[src/rtl/xlr8_dmem_dma_if.sv]
// ---------------------------------------------------------------------------
// xlr8_dmem_dma_if
//
// Register-port bus between the block-transfer engine (master) and the
// extended data-memory XB (slave). It mirrors the AVR data-memory access
// port, so the XB can be fed either from the AVR or from the engine by a
// simple mux outside this block.
//
// Signals:
//   m_ramadr    master -> slave  8  target XB register address
//   m_ramre     master -> slave  1  read strobe
//   m_ramwe     master -> slave  1  write strobe
//   m_dm_sel    master -> slave  1  data-memory select
//   m_dbus_out  master -> slave  8  write data
//   m_dbus_in   slave  -> master 8  read data (valid the cycle after m_ramre)
// ---------------------------------------------------------------------------
interface xlr8_dmem_dma_if;
    logic [7:0] m_ramadr;
    logic       m_ramre;
    logic       m_ramwe;
    logic       m_dm_sel;
    logic [7:0] m_dbus_out;
    logic [7:0] m_dbus_in;

    modport master (
        output m_ramadr,
        output m_ramre,
        output m_ramwe,
        output m_dm_sel,
        output m_dbus_out,
        input  m_dbus_in
    );

    modport slave (
        input  m_ramadr,
        input  m_ramre,
        input  m_ramwe,
        input  m_dm_sel,
        input  m_dbus_out,
        output m_dbus_in
    );
endinterface

[src/rtl/xlr8_dmem_dma.sv]
// ---------------------------------------------------------------------------
// xlr8_dmem_dma
//
// Block-transfer engine in front of the extended data-memory XB. The AVR
// programs start address, length, stride, fill value and mode, then writes
// START. The engine loads stride and start address into the XB and then
// either streams a constant into the XB data register (fill) or reads
// LEN bytes back and accumulates an 8-bit wrapping checksum (sum).
// Address advance and wrap are done by the XB itself.
//
// Ports:
//   clk, rstn       clock, asynchronous active-low reset
//   clken           clock enable; all state holds and master strobes drop
//                   while low
//   dbus_in         AVR write data
//   dbus_out        AVR read data (OR of the read-selected registers)
//   io_out_en       high on any AVR read of a DMA register
//   ramadr, ramre,
//   ramwe, dm_sel   AVR data-memory access port
//   busy            engine owns the dmem XB bus (every state but IDLE)
//   dmem            master port to the dmem XB
//
// AVR register map (addresses are parameters):
//   CTRL   W: bit0 START (self-clearing), bit1 MODE (0 fill, 1 sum),
//             bit6 write-1 clears DONE
//          R: {BUSY, DONE, 4'b0, MODE, 1'b0}
//   LEN    16-bit shift-in, high byte first; reads low byte
//   ADR    16-bit shift-in, high byte first; reads low byte
//   STRIDE 8-bit, resets to 1
//   FILL   8-bit fill value
//   SUM    8-bit checksum, read-only
// ---------------------------------------------------------------------------
module xlr8_dmem_dma #(
    parameter logic [7:0] DMA_CTRL_ADDR    = 8'h00,
    parameter logic [7:0] DMA_LEN_ADDR     = 8'h00,
    parameter logic [7:0] DMA_ADR_ADDR     = 8'h00,
    parameter logic [7:0] DMA_STRIDE_ADDR  = 8'h00,
    parameter logic [7:0] DMA_FILL_ADDR    = 8'h00,
    parameter logic [7:0] DMA_SUM_ADDR     = 8'h00,
    parameter logic [7:0] DMEM_ADRREG_ADDR = 8'h00,
    parameter logic [7:0] DMEM_STRIDE_ADDR = 8'h00,
    parameter logic [7:0] DMEM_DATA_ADDR   = 8'h00
) (
    input  logic                   clk,
    input  logic                   rstn,
    input  logic                   clken,
    input  logic [7:0]             dbus_in,
    output logic [7:0]             dbus_out,
    output logic                   io_out_en,
    input  logic [7:0]             ramadr,
    input  logic                   ramre,
    input  logic                   ramwe,
    input  logic                   dm_sel,
    output logic                   busy,
    xlr8_dmem_dma_if.master        dmem
);

    // -----------------------------------------------------------------------
    // AVR register decode
    // -----------------------------------------------------------------------
    localparam int NUM_REGS = 6;
    localparam int R_CTRL   = 0;
    localparam int R_LEN    = 1;
    localparam int R_ADR    = 2;
    localparam int R_STRIDE = 3;
    localparam int R_FILL   = 4;
    localparam int R_SUM    = 5;

    localparam logic [7:0] REG_ADDR [0:NUM_REGS-1] = '{
        DMA_CTRL_ADDR, DMA_LEN_ADDR, DMA_ADR_ADDR,
        DMA_STRIDE_ADDR, DMA_FILL_ADDR, DMA_SUM_ADDR
    };

    logic [NUM_REGS-1:0] reg_we;
    logic [NUM_REGS-1:0] reg_re;
    logic [7:0]          reg_rdata [0:NUM_REGS-1];

    genvar gi;
    generate
        for (gi = 0; gi < NUM_REGS; gi++) begin : g_reg_sel
            logic sel;
            assign sel        = dm_sel && (ramadr == REG_ADDR[gi]);
            assign reg_we[gi] = sel && ramwe;
            assign reg_re[gi] = sel && ramre;
        end
    endgenerate

    // -----------------------------------------------------------------------
    // State
    // -----------------------------------------------------------------------
    typedef enum logic [2:0] {
        ST_IDLE,
        ST_LD_STR,
        ST_LD_AHI,
        ST_LD_ALO,
        ST_XFER_W,
        ST_RD_ISS,
        ST_RD_CAP,
        ST_DONE
    } state_t;

    state_t      state_reg, state_next;
    logic [15:0] cnt_reg,   cnt_next;
    logic [7:0]  sum_reg,   sum_next;

    logic [15:0] len_reg;
    logic [15:0] adr_reg;
    logic [7:0]  stride_reg;
    logic [7:0]  fill_reg;
    logic        mode_reg;
    logic        done_reg;

    logic        done_set;
    logic        start;
    logic        cfg_wr_en;

    // Unqualified master outputs from the FSM decode; strobes are gated
    // with clken before they leave the block.
    logic [7:0]  m_adr_c;
    logic        m_re_c;
    logic        m_we_c;
    logic        m_sel_c;
    logic [7:0]  m_dout_c;

    assign busy      = (state_reg != ST_IDLE);
    // Configuration is frozen for the whole transfer so the engine never
    // sees a half-updated LEN/ADR/FILL mid-flight.
    assign cfg_wr_en = !busy;
    assign start     = reg_we[R_CTRL] && dbus_in[0] && !busy;

    // -----------------------------------------------------------------------
    // AVR read path
    // -----------------------------------------------------------------------
    assign reg_rdata[R_CTRL]   = {busy, done_reg, 4'b0000, mode_reg, 1'b0};
    assign reg_rdata[R_LEN]    = len_reg[7:0];
    assign reg_rdata[R_ADR]    = adr_reg[7:0];
    assign reg_rdata[R_STRIDE] = stride_reg;
    assign reg_rdata[R_FILL]   = fill_reg;
    assign reg_rdata[R_SUM]    = sum_reg;

    always_comb begin
        dbus_out = 8'h00;
        for (int i = 0; i < NUM_REGS; i++) begin
            if (reg_re[i]) begin
                dbus_out = dbus_out | reg_rdata[i];
            end
        end
    end

    assign io_out_en = |reg_re;

    // -----------------------------------------------------------------------
    // AVR-programmed registers
    // -----------------------------------------------------------------------
    always_ff @(posedge clk or negedge rstn) begin
        if (!rstn) begin
            len_reg    <= 16'h0000;
            adr_reg    <= 16'h0000;
            stride_reg <= 8'h01;
            fill_reg   <= 8'h00;
            mode_reg   <= 1'b0;
            done_reg   <= 1'b0;
        end else if (clken) begin
            if (cfg_wr_en) begin
                if (reg_we[R_LEN]) begin
                    len_reg <= {len_reg[7:0], dbus_in};
                end
                if (reg_we[R_ADR]) begin
                    adr_reg <= {adr_reg[7:0], dbus_in};
                end
                if (reg_we[R_STRIDE]) begin
                    stride_reg <= dbus_in;
                end
                if (reg_we[R_FILL]) begin
                    fill_reg <= dbus_in;
                end
                if (reg_we[R_CTRL]) begin
                    mode_reg <= dbus_in[1];
                end
            end
            // Completion wins over a simultaneous clear so a finish is
            // never lost.
            if (done_set) begin
                done_reg <= 1'b1;
            end else if (reg_we[R_CTRL] && dbus_in[6]) begin
                done_reg <= 1'b0;
            end
        end
    end

    // -----------------------------------------------------------------------
    // FSM state register
    // -----------------------------------------------------------------------
    always_ff @(posedge clk or negedge rstn) begin
        if (!rstn) begin
            state_reg <= ST_IDLE;
            cnt_reg   <= 16'h0000;
            sum_reg   <= 8'h00;
        end else if (clken) begin
            state_reg <= state_next;
            cnt_reg   <= cnt_next;
            sum_reg   <= sum_next;
        end
    end

    // -----------------------------------------------------------------------
    // FSM next-state and master port decode
    // -----------------------------------------------------------------------
    always_comb begin
        state_next = state_reg;
        cnt_next   = cnt_reg;
        sum_next   = sum_reg;
        done_set   = 1'b0;
        m_adr_c    = 8'h00;
        m_re_c     = 1'b0;
        m_we_c     = 1'b0;
        m_sel_c    = 1'b0;
        m_dout_c   = 8'h00;

        case (state_reg)
            ST_IDLE: begin
                if (start) begin
                    sum_next = 8'h00;
                    if (len_reg != 16'h0000) begin
                        cnt_next   = len_reg;
                        state_next = ST_LD_STR;
                    end else begin
                        // Zero-length request completes without touching
                        // the XB.
                        state_next = ST_DONE;
                    end
                end
            end

            ST_LD_STR: begin
                m_sel_c    = 1'b1;
                m_we_c     = 1'b1;
                m_adr_c    = DMEM_STRIDE_ADDR;
                m_dout_c   = stride_reg;
                state_next = ST_LD_AHI;
            end

            // The XB address register shifts in high byte first, same as ours.
            ST_LD_AHI: begin
                m_sel_c    = 1'b1;
                m_we_c     = 1'b1;
                m_adr_c    = DMEM_ADRREG_ADDR;
                m_dout_c   = adr_reg[15:8];
                state_next = ST_LD_ALO;
            end

            ST_LD_ALO: begin
                m_sel_c    = 1'b1;
                m_we_c     = 1'b1;
                m_adr_c    = DMEM_ADRREG_ADDR;
                m_dout_c   = adr_reg[7:0];
                state_next = mode_reg ? ST_RD_ISS : ST_XFER_W;
            end

            ST_XFER_W: begin
                m_sel_c    = 1'b1;
                m_we_c     = 1'b1;
                m_adr_c    = DMEM_DATA_ADDR;
                m_dout_c   = fill_reg;
                cnt_next   = cnt_reg - 16'd1;
                state_next = (cnt_reg > 16'd1) ? ST_XFER_W : ST_DONE;
            end

            ST_RD_ISS: begin
                m_sel_c    = 1'b1;
                m_re_c     = 1'b1;
                m_adr_c    = DMEM_DATA_ADDR;
                state_next = ST_RD_CAP;
            end

            // The XB read data is registered, so it is valid one cycle after
            // the read strobe; select and address are held while capturing.
            ST_RD_CAP: begin
                m_sel_c    = 1'b1;
                m_adr_c    = DMEM_DATA_ADDR;
                sum_next   = sum_reg + dmem.m_dbus_in;
                cnt_next   = cnt_reg - 16'd1;
                state_next = (cnt_reg > 16'd1) ? ST_RD_ISS : ST_DONE;
            end

            ST_DONE: begin
                done_set   = 1'b1;
                state_next = ST_IDLE;
            end

            default: begin
                state_next = ST_IDLE;
            end
        endcase
    end

    // Strobes must not fire while the clock is disabled, otherwise the XB
    // would see repeated accesses for a single engine step.
    assign dmem.m_ramadr   = m_adr_c;
    assign dmem.m_dbus_out = m_dout_c;
    assign dmem.m_dm_sel   = m_sel_c && clken;
    assign dmem.m_ramwe    = m_we_c  && clken;
    assign dmem.m_ramre    = m_re_c  && clken;

endmodule
[src/flat_wrapper.sv]
// flat-port wrapper written by rule: the top's interface ports become plain ports
module xlr8_dmem_dma_flat 
#(
    parameter logic [7:0] DMA_CTRL_ADDR    = 8'h00,
    parameter logic [7:0] DMA_LEN_ADDR     = 8'h00,
    parameter logic [7:0] DMA_ADR_ADDR     = 8'h00,
    parameter logic [7:0] DMA_STRIDE_ADDR  = 8'h00,
    parameter logic [7:0] DMA_FILL_ADDR    = 8'h00,
    parameter logic [7:0] DMA_SUM_ADDR     = 8'h00,
    parameter logic [7:0] DMEM_ADRREG_ADDR = 8'h00,
    parameter logic [7:0] DMEM_STRIDE_ADDR = 8'h00,
    parameter logic [7:0] DMEM_DATA_ADDR   = 8'h00
)
  (clk, rstn, clken, dbus_in, dbus_out, io_out_en, ramadr, ramre, ramwe, dm_sel, busy, dmem_m_ramadr, dmem_m_ramre, dmem_m_ramwe, dmem_m_dm_sel, dmem_m_dbus_out, dmem_m_dbus_in);
  xlr8_dmem_dma_if dmem_i ();
  input  logic clk;
  input  logic rstn;
  input  logic clken;
  input  logic [7:0] dbus_in;
  output logic [7:0] dbus_out;
  output logic io_out_en;
  input  logic [7:0] ramadr;
  input  logic ramre;
  input  logic ramwe;
  input  logic dm_sel;
  output logic busy;
  output wire logic [$bits(dmem_i.m_ramadr)-1:0] dmem_m_ramadr;
  output wire logic [$bits(dmem_i.m_ramre)-1:0] dmem_m_ramre;
  output wire logic [$bits(dmem_i.m_ramwe)-1:0] dmem_m_ramwe;
  output wire logic [$bits(dmem_i.m_dm_sel)-1:0] dmem_m_dm_sel;
  output wire logic [$bits(dmem_i.m_dbus_out)-1:0] dmem_m_dbus_out;
  input wire logic [$bits(dmem_i.m_dbus_in)-1:0] dmem_m_dbus_in;
  assign dmem_m_ramadr = dmem_i.m_ramadr;
  assign dmem_m_ramre = dmem_i.m_ramre;
  assign dmem_m_ramwe = dmem_i.m_ramwe;
  assign dmem_m_dm_sel = dmem_i.m_dm_sel;
  assign dmem_m_dbus_out = dmem_i.m_dbus_out;
  assign dmem_i.m_dbus_in = dmem_m_dbus_in;
  xlr8_dmem_dma #(.DMA_CTRL_ADDR(DMA_CTRL_ADDR), .DMA_LEN_ADDR(DMA_LEN_ADDR), .DMA_ADR_ADDR(DMA_ADR_ADDR), .DMA_STRIDE_ADDR(DMA_STRIDE_ADDR), .DMA_FILL_ADDR(DMA_FILL_ADDR), .DMA_SUM_ADDR(DMA_SUM_ADDR), .DMEM_ADRREG_ADDR(DMEM_ADRREG_ADDR), .DMEM_STRIDE_ADDR(DMEM_STRIDE_ADDR), .DMEM_DATA_ADDR(DMEM_DATA_ADDR)) u_core (.clk(clk), .rstn(rstn), .clken(clken), .dbus_in(dbus_in), .dbus_out(dbus_out), .io_out_en(io_out_en), .ramadr(ramadr), .ramre(ramre), .ramwe(ramwe), .dm_sel(dm_sel), .busy(busy), .dmem(dmem_i));
endmodule
[config.mk]
export PLATFORM = sky130hd
export DESIGN_NAME = xlr8_dmem_dma_flat
export DESIGN_NICKNAME = d
export VERILOG_FILES = /design/src/rtl/xlr8_dmem_dma_if.sv /design/src/rtl/xlr8_dmem_dma.sv /design/src/flat_wrapper.sv
export SDC_FILE = /design/constraint.sdc
export NUM_CORES = 1
export LEC_CHECK = 0
export ABC_AREA = 1
export ABC_CLOCK_PERIOD_IN_PS = 3850
export CAP_MARGIN = 25
export CORE_MARGIN = 2
export CORE_UTILIZATION = 53
export DETAILED_ROUTE_END_ITERATION = 8
export PLACE_DENSITY_LB_ADDON = 0.08
export SLEW_MARGIN = 20
export SYNTH_ARGS = -nofsm -noshare
export SYNTH_HDL_FRONTEND = slang
export SYNTH_SLANG_ARGS = --single-unit
[constraint.sdc]
create_clock -name clk -period 3.85 [get_ports clk]
set_clock_uncertainty 0.15 [all_clocks]
set_input_delay 0.77 -clock clk [delete_from_list [all_inputs] [get_ports clk]]
set_output_delay 0.77 -clock clk [all_outputs]
set_load 0.01 [all_outputs]
# Word level (Yosys, flattened, before mapping)
# Index checks and enable logic that the tools add are counted.
totals:
  word_cells: 76
  regBits: 77
  output_inout_bits: 29
  in_bits: 30
classes:
  n_reduce_logical: 25
  magnitude_cmp: 1
  n_bitwise: 6
  addsub: 2
  n_mux: 24
  eq_ne: 9
op_table:
  columns: ["cell", "n"]
  rows:
  - ["8-bit two-way mux", 7]
  - ["8-bit bitwise OR", 5]
  - ["16-bit two-way mux", 2]
  - ["16-bit case mux with 2 select lines", 1]
  - ["8-bit case mux with 4 select lines", 1]
  - ["3-bit case mux with 8 select lines", 1]
  - ["16-bit by 1-bit > comparator with 1-bit output, second input constant", 1]
  - ["8-bit case mux with 2 select lines", 1]
  - ["16-bit nonzero test", 1]
  - ["16-bit by 1-bit subtractor with 16-bit output, second input constant", 1]
  - ["3-bit equality test, second input constant", 4]
  - ["1-bit logical AND", 9]
  - ["8-bit adder", 1]
  - ["8-bit logical NOT", 1]
  - ["1-bit two-way mux", 7]
  - ["3-bit by 2-bit equality test with 1-bit output, second input constant", 2]
  - ["3-bit two-way mux", 2]
  - ["3-bit AND reduction", 2]
  - ["2-bit nonzero test", 3]
  - ["6-bit OR reduction", 1]
  - ["2-bit two-way mux", 2]
  - ["2-bit by 1-bit != test with 1-bit output, second input constant", 2]
  - ["2-bit AND reduction", 2]
  - ["4-bit AND reduction", 1]
  - ["other kinds (7)", 7]

# Depth between registers and ports, before layout
# Gate-level depths: netlist of run 1.
depth:
  word_depth: 14
  ltp_mapped: 11

# Worst setup path after synthesis of run 1
# No wires, ideal clock.
synth_path:
  path_type: "input-to-output"
  from: "input ramadr[3]"
  to: "output dbus_out[0]"
  slack_ns: 1.500
  t_required_ns: 2.930
  n_path_buf: 0
  arrival_time_ns: 1.430
  cell_stages: 5
  path_cell_list: "nor2_1 nand3_1 nor2_2 nand2_1 nor2_1"
synth_between:
  elab_chain_len: 12
synth_lines:
  columns: ["item", "line_no", "source"]
  rows:
  - ["start: declaration", "flat_wrapper.sv:22", "input logic [7:0] ramadr;"]
  - ["8-bit logical NOT (*)", "xlr8_dmem_dma.sv:82", "assign sel = dm_sel && (ramadr == REG_ADDR[gi]);"]
  - ["1-bit logical AND (*)", "xlr8_dmem_dma.sv:82", null]
  - ["1-bit logical AND (*)", "xlr8_dmem_dma.sv:84", "assign reg_re[gi] = sel && ramre;"]
  - ["8-bit two-way mux", "xlr8_dmem_dma.sv:144", "if (reg_re[i]) begin"]
  - ["8-bit bitwise OR", "xlr8_dmem_dma.sv:145", "dbus_out = dbus_out | reg_rdata[i];"]
  - ["8-bit two-way mux", "xlr8_dmem_dma.sv:144", null]
  - ["8-bit bitwise OR", "xlr8_dmem_dma.sv:145", null]
  - ["8-bit two-way mux", "xlr8_dmem_dma.sv:144", null]
  - ["8-bit bitwise OR", "xlr8_dmem_dma.sv:145", null]
  - ["8-bit two-way mux", "xlr8_dmem_dma.sv:144", null]
  - ["8-bit bitwise OR", "xlr8_dmem_dma.sv:145", null]
  - ["8-bit two-way mux (*)", "xlr8_dmem_dma.sv:144", null]
  - ["end: declaration", "flat_wrapper.sv:20", "output logic [7:0] dbus_out;"]
# Mark *: on every way between the ends. The rest lies on a longest branch, timed or not.

# Final worst setup path of run 1
layout_path:
  from: "input ramadr[5]"
  to: "output dbus_out[6]"
layout_between:
  elab_chain_len: 14
layout_lines:
  columns: ["item", "line_no"]
  rows:
  - ["8-bit logical NOT (*)", "xlr8_dmem_dma.sv:82"]
  - ["1-bit logical AND (*)", "xlr8_dmem_dma.sv:82"]
  - ["1-bit logical AND (*)", "xlr8_dmem_dma.sv:84"]
  - ["8-bit two-way mux", "xlr8_dmem_dma.sv:144"]
  - ["8-bit bitwise OR", "xlr8_dmem_dma.sv:145"]
  - ["8-bit two-way mux", "xlr8_dmem_dma.sv:144"]
  - ["8-bit bitwise OR", "xlr8_dmem_dma.sv:145"]
  - ["8-bit two-way mux", "xlr8_dmem_dma.sv:144"]
  - ["8-bit bitwise OR", "xlr8_dmem_dma.sv:145"]
  - ["8-bit two-way mux", "xlr8_dmem_dma.sv:144"]
  - ["8-bit bitwise OR", "xlr8_dmem_dma.sv:145"]
  - ["8-bit two-way mux", "xlr8_dmem_dma.sv:144"]
  - ["8-bit bitwise OR", "xlr8_dmem_dma.sv:145"]
  - ["8-bit two-way mux (*)", "xlr8_dmem_dma.sv:144"]
# Marks and branches as above.

==> results.txt, run 1 <==
sequential fraction of the synthesis area: 35.9%
Ports: 59
status: completed
M1 WL: 3.50 mm
ys async rst share: 100%
CTS tree: yes
GR Util All Layers: 27.1%
most area-hungry cell type in the Yosys netlist: dfrtp_1
critical path's largest stage delay: 0.56 ns
metal3 WL: 305 um
max reg flops: 16
drt initial violations: 163
worst path cell trace: clkdlybuf4s50_1 > nor2_1 > nand3_1 > nor2_2 > nand2_1 > nor2_1 > clkdlybuf4s50_1
Setup-failing EPs final: 0
Routed WL per cell: 13.7 um
Worst Tran Pin Value: 0.753 ns
clk root buf: clkbuf_8
core area: 5820 um^2
HPWL after DPL: 6.44 mm
WP buf/inv: 2
Post-Synthesis Cell Area: 3140 um^2
slowest CP cell: clkdlybuf4s50_1
post-synth cell types: 37
first-pass GRT wire length: 13.7 mm
RePlAce Congestion: 0.893
initial antenna violation count: 0
starting density of the core: 54.1%
DR top layer: met4
fin. max-slew vios: 0
Post-Place Cell Area: 3660 um^2
most frequent cell after synthesis: nand2_1
Max clock buf depth: 2
Clk Latency, worst-skew pair: 0.31 ns
met2 routed WL: 4.30 mm
die width: 81.0 um
top cells by count, synth: nand2_1 (178), nor2_1 (62), inv_1 (46)
vias: 3,137
largest net degree at the start of global routing: 32
Slew headroom: 49.8%
Pre-antenna DRT Iters: 5
ys flop type: dfrtp_1
critical path's top delay family: buffers and inverters
Avg Cell Area, Syn: 6.56 um^2
worst hold slack: 0.223 ns
Post-CTS Resized: 0
Setup CP Type: input port to output port
Critical Path End Type: output port
Power Density: 662 nW/um^2
WP data required: 2.93 ns
H-tree level count: 2
Area Growth Syn to Fin: 20.1%
layout cells sized above 1: 4.93%
Synth Instances: 479
post-synth top area share: 35.0%
GR Overflow Total: 0
die area: 6570 um^2
Design Area, Final: 3780 um^2
Critical Path AT: 2.59 ns
Fin. Hold Viols: 0
IO buf count: 50
DR vias/cell: 5.21
ranking of synthesized cells by area: dfrtp_1 (35%), nand2_1 (21%), nor2_1 (7.4%), o21ai_0 (5.6%), inv_1 (5.5%)
number of buffers created by CTS: 5
Startpoint Class: input port
Die Height: 81.0 um
clock sinks: 45
min Tclk post-route: 3.51 ns
Synthesis Warnings: 0
register area: 1130 um^2
clock-pin slew on the worst setup and hold paths: 0.09 ns
VDD IR max: 0.385 mV
Fmax achieved: 285 MHz
Hold Crit Class: input port to async pin
RSZ-0062 raised after global routing: no
fin crit share: 91.1%
Post-DRT Antenna Nets: 0
TNS Setup: 0 ns
hold_buf cts: 0
#FFs+latches synth: 45
Site Rows: 28
area of the multi-input gates: 1730 um^2
vias in the first global route: 2,981
nets: 566
# diodes: 0
Post-synth EDFFs: 0
worst-path maximum fanout: 9
fillers: 547
setup bufs post-CTS: 0
DRC Markers: 0
Pleak: 1.89 nW
maxcap violations: 0
routed wire length: 8.23 mm
per-layer routing:
metal,vias up,track usage [%]
met4,0,6.95
li1,1597,-
met2,75,50.6
met5,-,0
met3,12,4.22
met1,1453,32.4
layout make-up:
cell class              count  share of cell area (%)
inverters                  49                    4.87
clock inverters             3                    1.23
repair buffers             52                    13.9
flip-flops and latches     45                    29.9
clock buffers               5                    1.82
well taps                  75                    2.49
multi-input cells         373                    45.9
path summary, 6_finish.rpt:
kind / endpoint / startpoint / cells after the start / slack (ns)
worst max-delay path: dbus_out[6] / ramadr[5] / 7 / 0.34
worst min-delay path: u_core.cnt_reg[13]$_DFFE_PN0P_ / rstn / 1 / 0.22
worst max register to register: u_core.state_reg[0]$_DFFE_PN0P_ / u_core.state_reg[0]$_DFFE_PN0P_ / 9 / 1.55
worst min register to register: u_core.stride_reg[0]$_DFFE_PN1P_ / u_core.stride_reg[0]$_DFFE_PN1P_ / 2 / 0.35
max in group asynchronous: u_core.stride_reg[0]$_DFFE_PN1P_ / rstn / 2 / 2.74
min in group clk: u_core.stride_reg[0]$_DFFE_PN1P_ / u_core.stride_reg[0]$_DFFE_PN1P_ / 2 / 0.35
cell usage in the layout (no fill, tap or decap), drive strengths merged, types with 2 or more instances in the layout:
cell type / n
clkbuf: 5
a21oi: 11
nand3: 31
o21bai: 2
clkdlybuf4s50: 49
nor3: 6
nand3b: 2
inv: 49
o22ai: 7
xnor2: 2
nand4: 3
o21ai: 36
o31ai: 2
nor2: 65
buf: 3
conb: 8
ha: 9
dfrtp: 44
nand2: 182
metrics by stage:
| step | util [%] | worst slack [ns] | std cells | power, mW |
|---|---|---|---|---|
| 2_1_floorplan | - | 1.50 | 486 | 1.68 |
| 3_3_place_gp | 62.6 | 0.501 | 593 | 2.09 |
| 5_1_grt | 64.9 | 0.259 | 602 | 2.70 |
| 4_1_cts | 64.9 | 0.341 | 602 | 2.50 |
| 6_report | 64.9 | 0.341 | 602 | 2.50 |
| 3_5_place_dp | 63.0 | 0.354 | 594 | 2.13 |
where the power goes:
group,internal (mW),switching (mW)
Combinational,0.543,0.776
Sequential,0.621,0.190
Clock,0.194,0.175
cell families after synthesis:
| logic type | share of synthesized area [%] |
|---|---|
| AO/OA/AOI/OAI | 11.1 |
| XOR/XNOR | 0.836 |
| adder cells (fa/ha/maj) | 4.22 |
| buffers and inverters | 9.87 |
| flip-flops | 35.9 |
| other | 0.119 |
| AND/OR/NAND/NOR | 38.0 |
Note: power is estimated with default switching activity, not from simulation.
==> run 2, diff against run 1 <==
--- a/config.mk
+++ b/config.mk
@@ -10,4 +10,5 @@
 export CAP_MARGIN = 25
-export CORE_MARGIN = 2
+export CORE_MARGIN = 5
 export CORE_UTILIZATION = 53
+export CTS_BUF_LIST = sky130_fd_sc_hd__clkbuf_8
 export DETAILED_ROUTE_END_ITERATION = 8
--- a/constraint.sdc
+++ b/constraint.sdc
@@ -4,2 +4,2 @@
 set_output_delay 0.77 -clock clk [all_outputs]
-set_load 0.01 [all_outputs]
+set_load 0.02 [all_outputs]
==> results.txt, run 2 (synthesized netlist as in run 1, its figures left out) <==
die area: 7570 um^2 (+15%)
setup bufs post-CTS: 0 (unchanged)
Setup CP Type: input port to output port
Fmax achieved: 285 MHz (about the same)
fin crit share: 91.1% (about the same)
nets: 568 (+0.35%)
Clk Latency, worst-skew pair: 0.30 ns (about the same)
Startpoint Class: input port
Setup-failing EPs final: 0 (unchanged)
Routed WL per cell: 13.8 um (+1.3%)
commonest cells after routing, fill and taps aside: nand2_1 (178), nor2_1 (62), clkdlybuf4s50_1 (49)
drt initial violations: 132 (-19%)
status: completed
Hold Crit Class: input port to async pin
pre-CTS setup slack: 0.350 ns (-0.00372 ns)
met3 GRT Util: 5.30% (+1.1 points)
die width: 87.0 um (+7.4%)
Area Growth Syn to Fin: 20.6%
final setup margin: 0.344 ns (+0.00222 ns)
# diodes: 0 (unchanged)
Site Rows: 28 (unchanged)
Post-Place Cell Area: 3680 um^2 (+0.41%)
CTS tree: yes
Critical Path End Type: output port
Power Density: 682 nW/um^2 (+3.1%)
GR Util All Layers: 24.2% (-2.9 points)
VDD IR max: 0.453 mV (+18%)
DR vias/cell: 5.21 (about the same)
Post-DRT Antenna Nets: 0 (unchanged)
clock sinks: 45 (unchanged)
vias: 3,149 (+0.38%)
vias in the first global route: 3,052 (+2.4%)
fin. max-slew vios: 0 (unchanged)
routed wire length: 8.36 mm (+1.6%)
Pleak: 1.91 nW (+0.97%)
min Tclk post-route: 3.51 ns (-0.00222 ns)
initial antenna violation count: 0 (unchanged)
Worst Tran Pin Value: 0.675 ns (-0.0778 ns)
WP data required: 2.93 ns (about the same)
Design Area, Final: 3790 um^2 (+0.43%)
Pre-antenna DRT Iters: 4 (-1)
hold_buf cts: 0 (unchanged)
DRC Markers: 0 (unchanged)
Fin. Hold Viols: 0 (unchanged)
largest net degree at the start of global routing: 32 (unchanged)
starting density of the core: 53.7% (-0.32 points)
max reg flops: 16 (unchanged)
met2 Resource Use GR: 39.5% (-11 points)
Max clock buf depth: 2 (unchanged)
core area: 5850 um^2 (+0.60%)
register area: 1130 um^2 (unchanged)
most crowded layer after global routing: met2
GR Overflow Total: 0 (unchanged)
Slew headroom: 54.8% (+5.0 points)
TNS Setup: 0 ns (unchanged)
worst-path maximum fanout: 9 (unchanged)
Ports: 59 (unchanged)
area of the multi-input gates: 1730 um^2 (unchanged)
RePlAce Congestion: 0.872 (-2.3%)
IO buf count: 50 (unchanged)
most common library cell in the layout ignoring fill and taps: nand2_1
fillers: 542 (-0.91%)
Die Height: 87.0 um (+7.4%)
layout cells sized above 1: 5.10% (+0.17 points)
clk root buf: clkbuf_8
clock-pin slew on the worst setup and hold paths: 0.09 ns (about the same)
HPWL after DPL: 6.54 mm (+1.6%)
first-pass GRT wire length: 14.5 mm (+5.5%)
RSZ-0062 raised after global routing: no
GR met1 Demand/Resource: 30.8% (-1.6 points)
number of buffers created by CTS: 5 (unchanged)
maxcap violations: 0 (unchanged)
Post-CTS Resized: 0 (unchanged)
H-tree level count: 2 (unchanged)
Critical Path AT: 2.59 ns (about the same)
==> run 2: area by class of cell <==
type                    instances  area share, %
clock buffers                   6           2.18
clock inverters                 2          0.891
well taps                      75           2.47
multi-input cells             373           45.7
repair buffers                 54           14.2
inverters                      49           4.85
flip-flops and latches         45           29.7
==> run 2: worst paths after layout <==
path	to	cells past startpoint	slack, ns	startpoint
worst max-delay path	dbus_out[1]	7	0.34	ramadr[1]
worst min register to register	u_core.stride_reg[0]$_DFFE_PN1P_	2	0.34	u_core.stride_reg[0]$_DFFE_PN1P_
worst max register to register	u_core.state_reg[0]$_DFFE_PN0P_	9	1.50	u_core.state_reg[0]$_DFFE_PN0P_
worst min-delay path	u_core.cnt_reg[15]$_DFFE_PN0P_	1	0.23	rstn
max in group asynchronous	u_core.stride_reg[0]$_DFFE_PN1P_	2	2.75	rstn
min in group clk	u_core.stride_reg[0]$_DFFE_PN1P_	2	0.34	u_core.stride_reg[0]$_DFFE_PN1P_
==> run 2: per-layer routing <==
| metal | part of all wire [%] | wire [um] |
|---|---|---|
| met5 | 0 | 0 |
| met4 | 3.0 | 248 |
| met3 | 4.5 | 374 |
| met2 | 48 | 4040 |
| met1 | 44 | 3690 |
==> run 2: stage by stage <==
step | utilization [%] | total power [mW] | hold slack, ns | instances
floorplan | - | 1.76 | 0.300 | 486
global placement | 62.5 | 2.18 | 0.326 | 595
detailed placement | 62.8 | 2.22 | 0.327 | 596
CTS | 64.8 | 2.60 | 0.230 | 604
global route | 64.8 | 2.82 | 0.235 | 604
finish | 64.8 | 2.59 | 0.227 | 604
==> run 2: report_power, final <==
part           total (mW)  internal, mW  leakage (nW)  switching, mW
Clock               0.375         0.209        0.0626          0.166
Sequential          0.809         0.621         0.490          0.188
Combinational        1.40         0.556          1.36          0.848
==> run 2: worst max-delay path, cell delays in order <==
cell and delay [ns]:
clkdlybuf4s50_1 0.40, nor2_1 0.13, nand3_1 0.10, nor2_2 0.15
nand2_1 0.24, nor2_1 0.16, clkdlybuf4s50_1 0.63
==> run 3, diff against run 2 <==
CORE_UTILIZATION = 45   (was 53)
SKIP_LAST_GASP = 1   (was default)
==> results.txt, run 3 (synthesized netlist as in run 1, its figures left out) <==
routed wire length: 8.32 mm (-0.42%)
Slew headroom: 58.2% (+3.4 points)
vias in the first global route: 3,040 (-0.39%)
Power Density: 688 nW/um^2 (+0.82%)
nets: 568 (unchanged)
max reg flops: 16 (unchanged)
post-layout util: 56.5% (-8.3 points)
Ports: 59 (unchanged)
fin. max-slew vios: 0 (unchanged)
Post-DRT Antenna Nets: 0 (unchanged)
die width: 93.6 um (+7.5%)
min Tclk post-route: 3.53 ns (+0.0195 ns)
Setup CP Type: input port to output port
RePlAce Congestion: 0.848 (-2.8%)
HPWL after DPL: 6.55 mm (+0.11%)
first-pass GRT wire length: 14.3 mm (-0.90%)
worst reg-to-reg path cell count: 9 (unchanged)
drt initial violations: 154 (+17%)
DRC Markers: 0 (unchanged)
initial antenna violation count: 0 (unchanged)
commonest cells after routing, fill and taps aside: nand2_1 (178), nor2_1 (62), clkdlybuf4s50_1 (49)
final setup margin: 0.324 ns (-0.0195 ns)
Startpoint Class: input port
Fmax achieved: 284 MHz (-0.55%)
largest net degree at the start of global routing: 31 (-3.1%)
fillers: 689 (+27%)
Die Height: 93.6 um (+7.5%)
worst path cell trace: clkdlybuf4s50_1 > nor2_1 > nand3_1 > nor2_2 > nand2_1 > nor2_1 > clkdlybuf4s50_1
pre-CTS setup slack: 0.323 ns (-0.0273 ns)
Pre-antenna DRT Iters: 4 (unchanged)
Setup-failing EPs final: 0 (unchanged)
critical path startpoint: ramadr[3]
Critical Path AT: 2.61 ns (+0.02 ns)
most common library cell in the layout ignoring fill and taps: nand2_1
Routed WL per cell: 13.3 um (-3.8%)
RSZ-0062 raised after global routing: no
Area Growth Syn to Fin: 22.1%
Max clock buf depth: 2 (unchanged)
maxcap violations: 0 (unchanged)
Hold Crit Class: input port to async pin
Critical Path End Type: output port
Worst Tran Pin Value: 0.626 ns (-0.0494 ns)
GR Util All Layers: 20.4% (-3.9 points)
Pleak: 1.92 nW (+0.32%)
TNS Setup: 0 ns (unchanged)
VDD IR max: 0.421 mV (-6.9%)
slowest CP cell: clkdlybuf4s50_1
setup bufs post-CTS: 0 (unchanged)
status: completed
RR Endpoint: u_core.state_reg[0]$_DFFE_PN0P_
DR vias/cell: 4.98 (-4.5%)
H-tree level count: 2 (unchanged)
Fin. Hold Viols: 0 (unchanged)
die area: 8760 um^2 (+16%)
starting density of the core: 46.3% (-7.5 points)
WP data required: 2.93 ns (about the same)
flop-to-flop setup slack: 1.44 ns (-0.06 ns)
worst reg2reg startpoint: u_core.state_reg[0]$_DFFE_PN0P_
Clk Latency, worst-skew pair: 0.31 ns (about the same)
vias: 3,111 (-1.2%)
layout cells sized above 1: 5.29% (+0.19 points)
GR Overflow Total: 0 (unchanged)
core area: 6790 um^2 (+16%)
clock-pin slew on the worst setup and hold paths: 0.10 ns (about the same)
critical path's largest stage delay: 0.63 ns (about the same)
clk root buf: clkbuf_8
# diodes: 0 (unchanged)
IO buf count: 50 (unchanged)
hold_buf cts: 0 (unchanged)
CTS tree: yes
Post-CTS Resized: 0 (unchanged)
worst-path maximum fanout: 9 (unchanged)
Site Rows: 30 (+7.1%)
number of buffers created by CTS: 5 (unchanged)
fin crit share: 91.6% (+0.51 points)
clock sinks: 45 (unchanged)
[run 3: worst max path at each step]
stage | slack [ns] | to | depth (start not counted)
after floorplan | 1.38 | dbus_out[0] | 5
after global placement | 0.41 | dbus_out[7] | 7
after detailed placement | 0.32 | dbus_out[1] | 7
after CTS | 0.31 | dbus_out[1] | 7
after global routing | 0.08 | dbus_out[7] | 7
final | 0.32 | dbus_out[1] | 7
[run 3: final cells by class]
cell class	count	area (um^2)	area share, %
well taps	96	120	3.13
multi-input cells	373	1730	45.1
inverters	49	184	4.79
flip-flops and latches	45	1130	29.4
repair buffers	54	538	14.0
clock inverters	3	68.8	1.79
clock buffers	5	68.8	1.79
[run 3: through the flow]
step | cells | instance area, um^2 | hold slack, ns | total power [mW]
after global routing | 625 | 3840 | 0.238 | 2.86
after detailed placement | 617 | 3700 | 0.325 | 2.21
after floorplan | 486 | 3170 | 0.300 | 1.76
after global placement | 616 | 3680 | 0.324 | 2.19
after CTS | 625 | 3840 | 0.224 | 2.66
final | 625 | 3840 | 0.213 | 2.64
[run 3: metal layers]
layer  vias to the layer above  global-route usage [%]  part of all wire [%]  routed length, um
li1                       1594                       -                     -                  -
met5                         -                       0                     0                  0
met4                         0                    6.98                   2.2                182
met3                        17                    2.98                   3.7                311
met1                      1442                    26.1                    45               3790
met2                        58                    35.0                    49               4040
[run 3: report_power, final]
group	internal [mW]	total (mW)	switching, mW
Sequential	0.621	0.811	0.190
Clock	0.261	0.440	0.178
Combinational	0.554	1.39	0.837
[run 3: critical path, delay by kind of cell]
family,cells,cell delay [ns]
and+or+nand+nor,5,0.79
buffers and inverters,2,1.04
